$ cat src/rtl/tipi_regs.sv
// TIPI register block: CPU-side tc/td, Pi-side rc/rd and the serial shift engine.
// Define TIPI_OVERRUN_EN to add the sticky ovr status output.
module tipi_regs (
  input  logic        clk,
  input  logic        reset,
  input  logic        cru_en,
  input  logic [15:0] cpu_addr,
  input  logic        cpu_we,
  input  logic [7:0]  cpu_din,
  output logic        rc_sel,
  output logic        rd_sel,
  output logic        tc_sel,
  output logic        td_sel,
  output logic [7:0]  rc,
  output logic [7:0]  rd,
  output logic [7:0]  tc,
  output logic [7:0]  td,
  input  logic        r_clk,
  input  logic        r_le,
  input  logic        r_rt,
  input  logic        r_dout,
`ifdef TIPI_OVERRUN_EN
  output logic        ovr,
`endif
  output logic        r_din
);

  localparam logic [1:0] ST_IDLE  = 2'd0;
  localparam logic [1:0] ST_SHIFT = 2'd1;
  localparam logic [1:0] ST_FULL  = 2'd2;

  // Pin order in the synchronizer vectors: {r_clk, r_le, r_rt, r_dout}
  logic [3:0] meta_q, sync_q;
  logic       clk_dly_q, le_dly_q;
  logic       clk_edge, le_edge, rt_s, dout_s;

  logic [7:0] tc_q, tc_d, td_q, td_d, rc_q, rc_d, rd_q, rd_d;
  logic [7:0] shift_in_q, shift_in_d, shift_out_q, shift_out_d;
  logic [3:0] cnt_q, cnt_d;
  logic [1:0] state_q, state_d;
  logic       ovr_q, ovr_d;

  assign rc_sel = cru_en && (cpu_addr == 16'h5FF9);
  assign rd_sel = cru_en && (cpu_addr == 16'h5FFB);
  assign tc_sel = cru_en && (cpu_addr == 16'h5FFD);
  assign td_sel = cru_en && (cpu_addr == 16'h5FFF);

  assign clk_edge = sync_q[3] & ~clk_dly_q;
  assign le_edge  = sync_q[2] & ~le_dly_q;
  assign rt_s     = sync_q[1];
  assign dout_s   = sync_q[0];

  always_comb begin
    tc_d        = tc_q;
    td_d        = td_q;
    rc_d        = rc_q;
    rd_d        = rd_q;
    shift_in_d  = shift_in_q;
    shift_out_d = shift_out_q;
    cnt_d       = cnt_q;
    state_d     = state_q;
    ovr_d       = ovr_q;

    if (cpu_we && tc_sel) tc_d = cpu_din;
    if (cpu_we && td_sel) td_d = cpu_din;

    // A latch edge takes priority and swallows a coincident shift edge.
    // Reload reads tc_q/td_q, so a same-cycle CPU write is not yet visible.
    if (le_edge) begin
      if (state_q == ST_FULL) begin
        if (rt_s) rc_d = shift_in_q;
        else      rd_d = shift_in_q;
      end
      shift_out_d = rt_s ? tc_q : td_q;
      cnt_d       = 4'd0;
      state_d     = ST_IDLE;
      ovr_d       = 1'b0;
    end else if (clk_edge) begin
      if (state_q != ST_FULL) begin
        shift_in_d  = {shift_in_q[6:0], dout_s};
        shift_out_d = {shift_out_q[6:0], 1'b0};
        cnt_d       = cnt_q + 4'd1;
        state_d     = (cnt_q == 4'd7) ? ST_FULL : ST_SHIFT;
      end else begin
        ovr_d = 1'b1;
      end
    end
  end

  always_ff @(posedge clk) begin
    if (reset) begin
      meta_q      <= 4'd0;
      sync_q      <= 4'd0;
      clk_dly_q   <= 1'b0;
      le_dly_q    <= 1'b0;
      tc_q        <= 8'd0;
      td_q        <= 8'd0;
      rc_q        <= 8'd0;
      rd_q        <= 8'd0;
      shift_in_q  <= 8'd0;
      shift_out_q <= 8'd0;
      cnt_q       <= 4'd0;
      state_q     <= ST_IDLE;
      ovr_q       <= 1'b0;
    end else begin
      meta_q      <= {r_clk, r_le, r_rt, r_dout};
      sync_q      <= meta_q;
      clk_dly_q   <= sync_q[3];
      le_dly_q    <= sync_q[2];
      tc_q        <= tc_d;
      td_q        <= td_d;
      rc_q        <= rc_d;
      rd_q        <= rd_d;
      shift_in_q  <= shift_in_d;
      shift_out_q <= shift_out_d;
      cnt_q       <= cnt_d;
      state_q     <= state_d;
      ovr_q       <= ovr_d;
    end
  end

  assign tc    = tc_q;
  assign td    = td_q;
  assign rc    = rc_q;
  assign rd    = rd_q;
  assign r_din = shift_out_q[7];

`ifdef TIPI_OVERRUN_EN
  assign ovr = ovr_q;
`else
  logic unused_ovr;
  assign unused_ovr = ovr_q;
`endif

endmodule

$ cat config.mk
export PLATFORM = sky130hd
export DESIGN_NAME = tipi_regs
export DESIGN_NICKNAME = d
export VERILOG_FILES = /design/src/rtl/tipi_regs.sv
export SDC_FILE = /design/constraint.sdc
export NUM_CORES = 1
export LEC_CHECK = 0
export CAP_MARGIN = 0
export CORE_MARGIN = 1.5
export CORE_UTILIZATION = 48
export CTS_CLUSTER_SIZE = 24
export DETAILED_ROUTE_END_ITERATION = 8
export PLACE_DENSITY = 0.84
export SLEW_MARGIN = 10
export SYNTH_ARGS = -nofsm -noshare
export SYNTH_HDL_FRONTEND = slang
export SYNTH_SLANG_ARGS = --single-unit
$ cat constraint.sdc
create_clock -name clk -period 2.75 [get_ports clk]
set_clock_uncertainty 0.05 [all_clocks]
set_input_delay 0.6875 -clock clk [delete_from_list [all_inputs] [get_ports clk]]
set_output_delay 0.6875 -clock clk [all_outputs]
set_load 0.03 [all_outputs]
==> run_results.csv, run 1 <==
group,metric,value,unit
setup_path,path_class,"in2out",
logic_synthesis,synthesis.area,2600,sq um
run_status,status,"complete, no violations",
timing,max_slew_margin,57.4,%
logic_synthesis,synth_area_leaders,"dfxtp_1, mux2i_1, a21oi_1",
clocking,cts_tree,"built",
die,ioPinCount,69,
logic_synthesis,syn_inst,285,
grt,grt_usage,21.4,%
layout,diodes,0,
timing,setup_ws,0.0790,ns
timing,rsz0062_at_grt,"false",
logic_synthesis,syn_avg_cell_area,9.12,sq um
timing,maxSlewViolCount,0,
clocking,cts_buffer_depth,2,
setup_path,reg2reg_slack,0.79,ns
drt,drt_wl_total,5.98,mm
layout,syn_to_final_growth,37.8,%
clocking,clkLatencyLatePin,0.33,ns
setup_path,crit_start,"cpu_addr[15]",
grt,use_met1,25.4,%
setup_path,worstSetupEndpointType,"primary output",
timing,period_minus_slack,2.67,ns
grt,use_met3,7.31,%
layout,most-common-layout-cells,"dfxtp_1, clkdlybuf4s50_1, nand2_1",
layout,final_common_cell,"dfxtp_1",
placed_design,numPortBuffers,68,
layout,fill_cells,383,
clocking,clkSlewWorstSetupHoldPaths,0.06,ns
setup_path,critPathCapture,"td_sel",
worst_hold_path,hp-class,"reg2reg",
setup_path,rr_worst_depth,4,
layout,drive_gt1_share,12.0,%
drt,vias,2336,
logic_synthesis,synth-main-ff-cell,"dfxtp_1",
clocking,root_buffer,"clkbuf_8",
power,peakVddDrop,0.254,mV
placed_design,post-place-ws,-0.160,ns
timing,timing.final.crit_share,97.1,%
grt,first_global_vias,2238,
placed_design,routabilityCongestion,0.756,
logic_synthesis,syn_nets,318,
timing,fin_hold_ws,0.386,ns
setup_path,cp_slowest_cell,"or4_4",
power,total_leakage_power,1.35,nW
grt,busiest_layer,"met2",
die,core_area,5170,sq um
logic_synthesis,synth.distinct_cells,37,
power,powerDensity,524,nW/um^2
grt,grt_overflow_total,0,
timing,hold_violations,0,
grt,grt_max_degree,33,
drt,first_iter_violations,135,
placed_design,hpwl,4.06,mm
logic_synthesis,synth_top_area_share,49.3,%
job,drv_cap,0,
drt,wl_per_cell,14.0,microns
timing,tightest_slew,0.638,ns
logic_synthesis,ys_seq_area_share,49.3,%
grt,grt_pass1_wl,9.98,mm
drt,ant_nets,0,
clocking,htree_levels,3,
drt,first_pass_iters,5,
logic_synthesis,synth.largest_area_cell,"dfxtp_1",
setup_path,cp_cell_sequence,"dlygate4sd2_1 > nand4b_1 > or4_4 > nor2_4 > buf_6",
logic_synthesis,ys_seq_elements,64,
die,initial_core_util,50.3,%
clocking,numCtsBuffers,9,
clocking,clock_sinks,64,
layout,nNetsFinal,386,
die,die_h,76.6,microns
timing,setup_violations,0,
drt,avgViaCountPerCell,5.46,
setup_path,worstPathRequired,2.01,ns
die,die_area,5870,sq um
logic_synthesis,async_reset_ff_share,0,%
setup_path,rr_startpoint,"sync_q[1]$_SDFF_PP0_",
die,rows,26,
drt,drc_errors,0,
timing,max_freq,0.374,GHz
die,die-width,76.6,microns
grt,grtUsageMet2,35.6,%
setup_path,r2r_end,"rc[4]$_SDFFE_PP0P_",
logic_synthesis,synth_warnings,0,
logic_synthesis,synth_edf_count,0,
setup_path,startpoint_type,"input pin",
setup_path,cp.arrival,1.93,ns
setup_path,worstPathMaxFanout,3,
grt,antenna_found_initial,0,
setup_path,cpPeakStageDelay,0.59,ns
synth_stat cells, types with 2 or more instances:
| master | n |
|---|---|
| o21ai_1 | 12 |
| nand2_1 | 28 |
| a311oi_1 | 7 |
| a21oi_1 | 26 |
| nor2_1 | 24 |
| and2_1 | 4 |
| buf_2 | 8 |
| mux2i_1 | 17 |
| nand2b_1 | 3 |
| nand4_2 | 2 |
| nand4_1 | 16 |
| a211oi_1 | 7 |
| xor2_1 | 2 |
| dfxtp_1 | 64 |
| nand3_1 | 11 |
| nor2b_1 | 19 |
| inv_1 | 2 |
| clkbuf_1 | 10 |
| o21ai_0 | 4 |
| buf_1 | 2 |
report_power, final:
part / total (mW) / switching (mW) / internal [mW]
Sequential: 0.949 / 0.00861 / 0.940
Combinational: 0.119 / 0.0639 / 0.0554
Clock: 0.811 / 0.346 / 0.464
Total: 1.88 / 0.419 / 1.46
metrics by stage:
stage	cells	setup TNS (ns)	power, mW	util (%)	instance area [sq um]
final	428	0	1.88	69.3	3580
after global routing	428	0	1.95	69.3	3580
after CTS	428	0	1.89	69.1	3570
after detailed placement	412	-0.520	1.09	64.3	3320
after global placement	412	-0.342	1.09	64.3	3320
after floorplan	285	-0.152	1.02	-	2600
metal layers:
layer / wire length [microns] / share of wire, %
met5: 0 / 0
met4: 95 / 1.6
met3: 421 / 7.0
met2: 2940 / 49
met1: 2520 / 42
logic make-up after synthesis:
logic type	after synthesis	synth area share, %
AOI/OAI and AO/OA	57	12.7
xor gates and xnor gates	3	1.01
adders and majority gates	1	0.481
buffers and inverters	24	4.57
DFF	64	49.3
muxes	17	6.54
and+or+nand+nor	119	25.4
worst min-delay path by stage:
stage | start | endpoint | slack, ns | depth (start not counted)
floorplan | meta_q[0]$_SDFF_PP0_ | sync_q[0]$_SDFF_PP0_ | 0.36 | 1
global placement | meta_q[2]$_SDFF_PP0_ | sync_q[2]$_SDFF_PP0_ | 0.37 | 1
detailed placement | meta_q[1]$_SDFF_PP0_ | sync_q[1]$_SDFF_PP0_ | 0.37 | 1
CTS | meta_q[1]$_SDFF_PP0_ | sync_q[1]$_SDFF_PP0_ | 0.39 | 1
global route | meta_q[1]$_SDFF_PP0_ | sync_q[1]$_SDFF_PP0_ | 0.40 | 1
finish | meta_q[1]$_SDFF_PP0_ | sync_q[1]$_SDFF_PP0_ | 0.39 | 1
area by class of cell:
cell class | count | area [sq um] | share of cell area (%)
flip-flops and latches | 64 | 1280 | 35.8
multi-input cells | 197 | 1240 | 34.8
repair buffers | 79 | 754 | 21.1
clock buffers | 11 | 151 | 4.23
well taps | 70 | 87.6 | 2.44
clock inverters | 5 | 55.1 | 1.54
inverters | 2 | 7.51 | 0.210
registers in the layout (all words and copies together), names as in the netlist:
register and flops:
clk_dly_q 1, rc 8, state_q 2, shift_out_q 8
le_dly_q 1, rd 8, sync_q 4, cnt_q 4
meta_q 4, td 8, tc 8, shift_in_q 8
timing repair:
item,4_1_cts,5_1_grt
endpoints found under the hold margin,0,0
pin swaps,5,2
resized for setup,25,4
hold buffers,0,0
setup endpoints to repair,4,3
buffers inserted,0,0
critical path, delay by kind of cell:
kind                   cells  cell delay, ns
buffers and inverters      2            0.37
and+or+nand+nor            3            0.87
Power figures use the tool's default switching activity.
==> inputs of run 2 (changes only) <==
GPL_TIMING_DRIVEN = 0   (was unset)
==> run_results.csv, run 2 (synthesized netlist as in run 1, its figures left out) <==
group,metric,value,unit
clocking,htree_levels,3,
layout,drive_gt1_share,13.2,%
layout,fin_util,70.5,%
power,power,1.89,mW
grt,grt_usage,23.4,%
run_status,status,"complete, no violations",
timing,period_minus_slack,2.67,ns
setup_path,startpoint_type,"input pin",
drt,drc_errors,0,
drt,wl_per_cell,14.5,microns
die,die-width,76.6,microns
clocking,clock_sinks,64,
setup_path,rr_worst_depth,6,
grt,grt_max_degree,12,
timing,rsz0062_at_grt,"false",
die,ioPinCount,69,
layout,multiInputGateArea,1230,sq um
timing,hold_violations,0,
clocking,clkLatencyLatePin,0.34,ns
layout,postLayoutCellArea,3650,sq um
grt,antenna_found_initial,0,
placed_design,routabilityCongestion,0.832,
setup_path,worstPathMaxFanout,3,
timing,timing.final.crit_share,97.0,%
power,total_leakage_power,1.36,nW
drt,ant_nets,0,
setup_path,cp.arrival,1.93,ns
job,drv_cap,0,
placed_design,hpwl,4.35,mm
clocking,numCtsBuffers,9,
die,die_area,5870,sq um
clocking,cts_tree,"built",
drt,first_pass_iters,4,
worst_hold_path,whs_path_depth,1,
setup_path,cp_top_family,"simple AND/OR/NAND/NOR gates",
drt,avgViaCountPerCell,5.53,
layout,layout.cells.non_filler,448,
power,peakVddDrop,0.249,mV
layout,most-common-layout-cells,"dfxtp_1, clkdlybuf4s50_1, nand2_1",
worst_hold_path,hp-class,"reg2reg",
setup_path,worstPathRequired,2.01,ns
layout,nNetsFinal,406,
placed_design,placedCellCount,422,
timing,maxSlewViolCount,0,
setup_path,cp_cell_sequence,"clkdlybuf4s15_1 > nand4b_1 > or4_4 > nor2_4 > buf_6",
grt,grt_overflow_total,0,
timing,tightest_slew,0.547,ns
placed_design,post-place-ws,-0.913,ns
drt,first_iter_violations,174,
die,rows,26,
drt,drt_wl_total,6.51,mm
clocking,clkSlewWorstSetupHoldPaths,0.06,ns
clocking,root_buffer,"clkbuf_8",
clocking,cts_buffer_depth,2,
setup_path,worstSetupEndpointType,"primary output",
timing,setup_ws,0.0834,ns
placed_design,numPortBuffers,67,
timing,setup_violations,0,
placed_design,dpl_cell_area,3360,sq um
power,powerDensity,518,nW/um^2
layout,syn_to_final_growth,40.3,%
setup_path,path_class,"in2out",
setup_path,cp_slowest_cell,"or4_4",
layout,seqCellArea,1280,sq um
die,die_h,76.6,microns
die,initial_core_util,50.3,%
grt,grt_pass1_wl,10.8,mm
die,core_area,5170,sq um
timing,max_freq,0.375,GHz
grt,first_global_vias,2349,
setup_path,cpPeakStageDelay,0.60,ns
setup_path,crit_buf_inv,2,
timing,max_slew_margin,63.4,%
layout,diodes,0,
timing,final.setup.tns,0,ns
layout,fill_cells,369,
timing,fin_hold_ws,0.388,ns
drt,vias,2476,
setup_path,path_depth,5,
layout,final_common_cell,"dfxtp_1",
run 2: cell types whose count changed in the layout (fill, tap and decap cells not counted), moves of 2 or more:
cell      delta
buf_2        +8
clkbuf_1    +10
buf_6        -2
buf_1        +2
run 2: path summary, 6_finish.rpt:
path / startpoint / end / slack, ns
setup / recovery: cpu_addr[15] / tc_sel / 0.08
hold / removal: meta_q[3]$_SDFF_PP0_ / sync_q[3]$_SDFF_PP0_ / 0.39
setup reg to reg: sync_q[1]$_SDFF_PP0_ / rc[6]$_SDFFE_PP0P_ / 1.06
hold reg to reg: meta_q[3]$_SDFF_PP0_ / sync_q[3]$_SDFF_PP0_ / 0.39
run 2: per-layer routing:
metal | GRT usage (%) | routed length [microns] | vias up
met5 | 0 | 0 | -
met4 | 11.1 | 113 | 0
met3 | 6.47 | 453 | 10
met2 | 39.0 | 3240 | 112
met1 | 27.9 | 2710 | 1170
li1 | - | - | 1184
run 2: power by group:
group	switching, mW	internal [mW]
registers	0.00566	0.940
logic	0.0702	0.0576
clock network	0.352	0.464
run 2: cell type report:
class	instances	share of cell area (%)
sequential	64	35.1
inverter	2	0.206
clock buffer	11	4.15
timing repair buffer	79	20.4
buffer	20	2.40
multi-input combinational	197	33.8
tap	70	2.40
clock inverter	5	1.51
run 2: timing repair:
item                                    CTS  global route
buffers inserted                         10             2
hold buffers                              0             0
resized for setup                        38            10
pin swaps                                 4             5
endpoints found under the setup margin    4            14
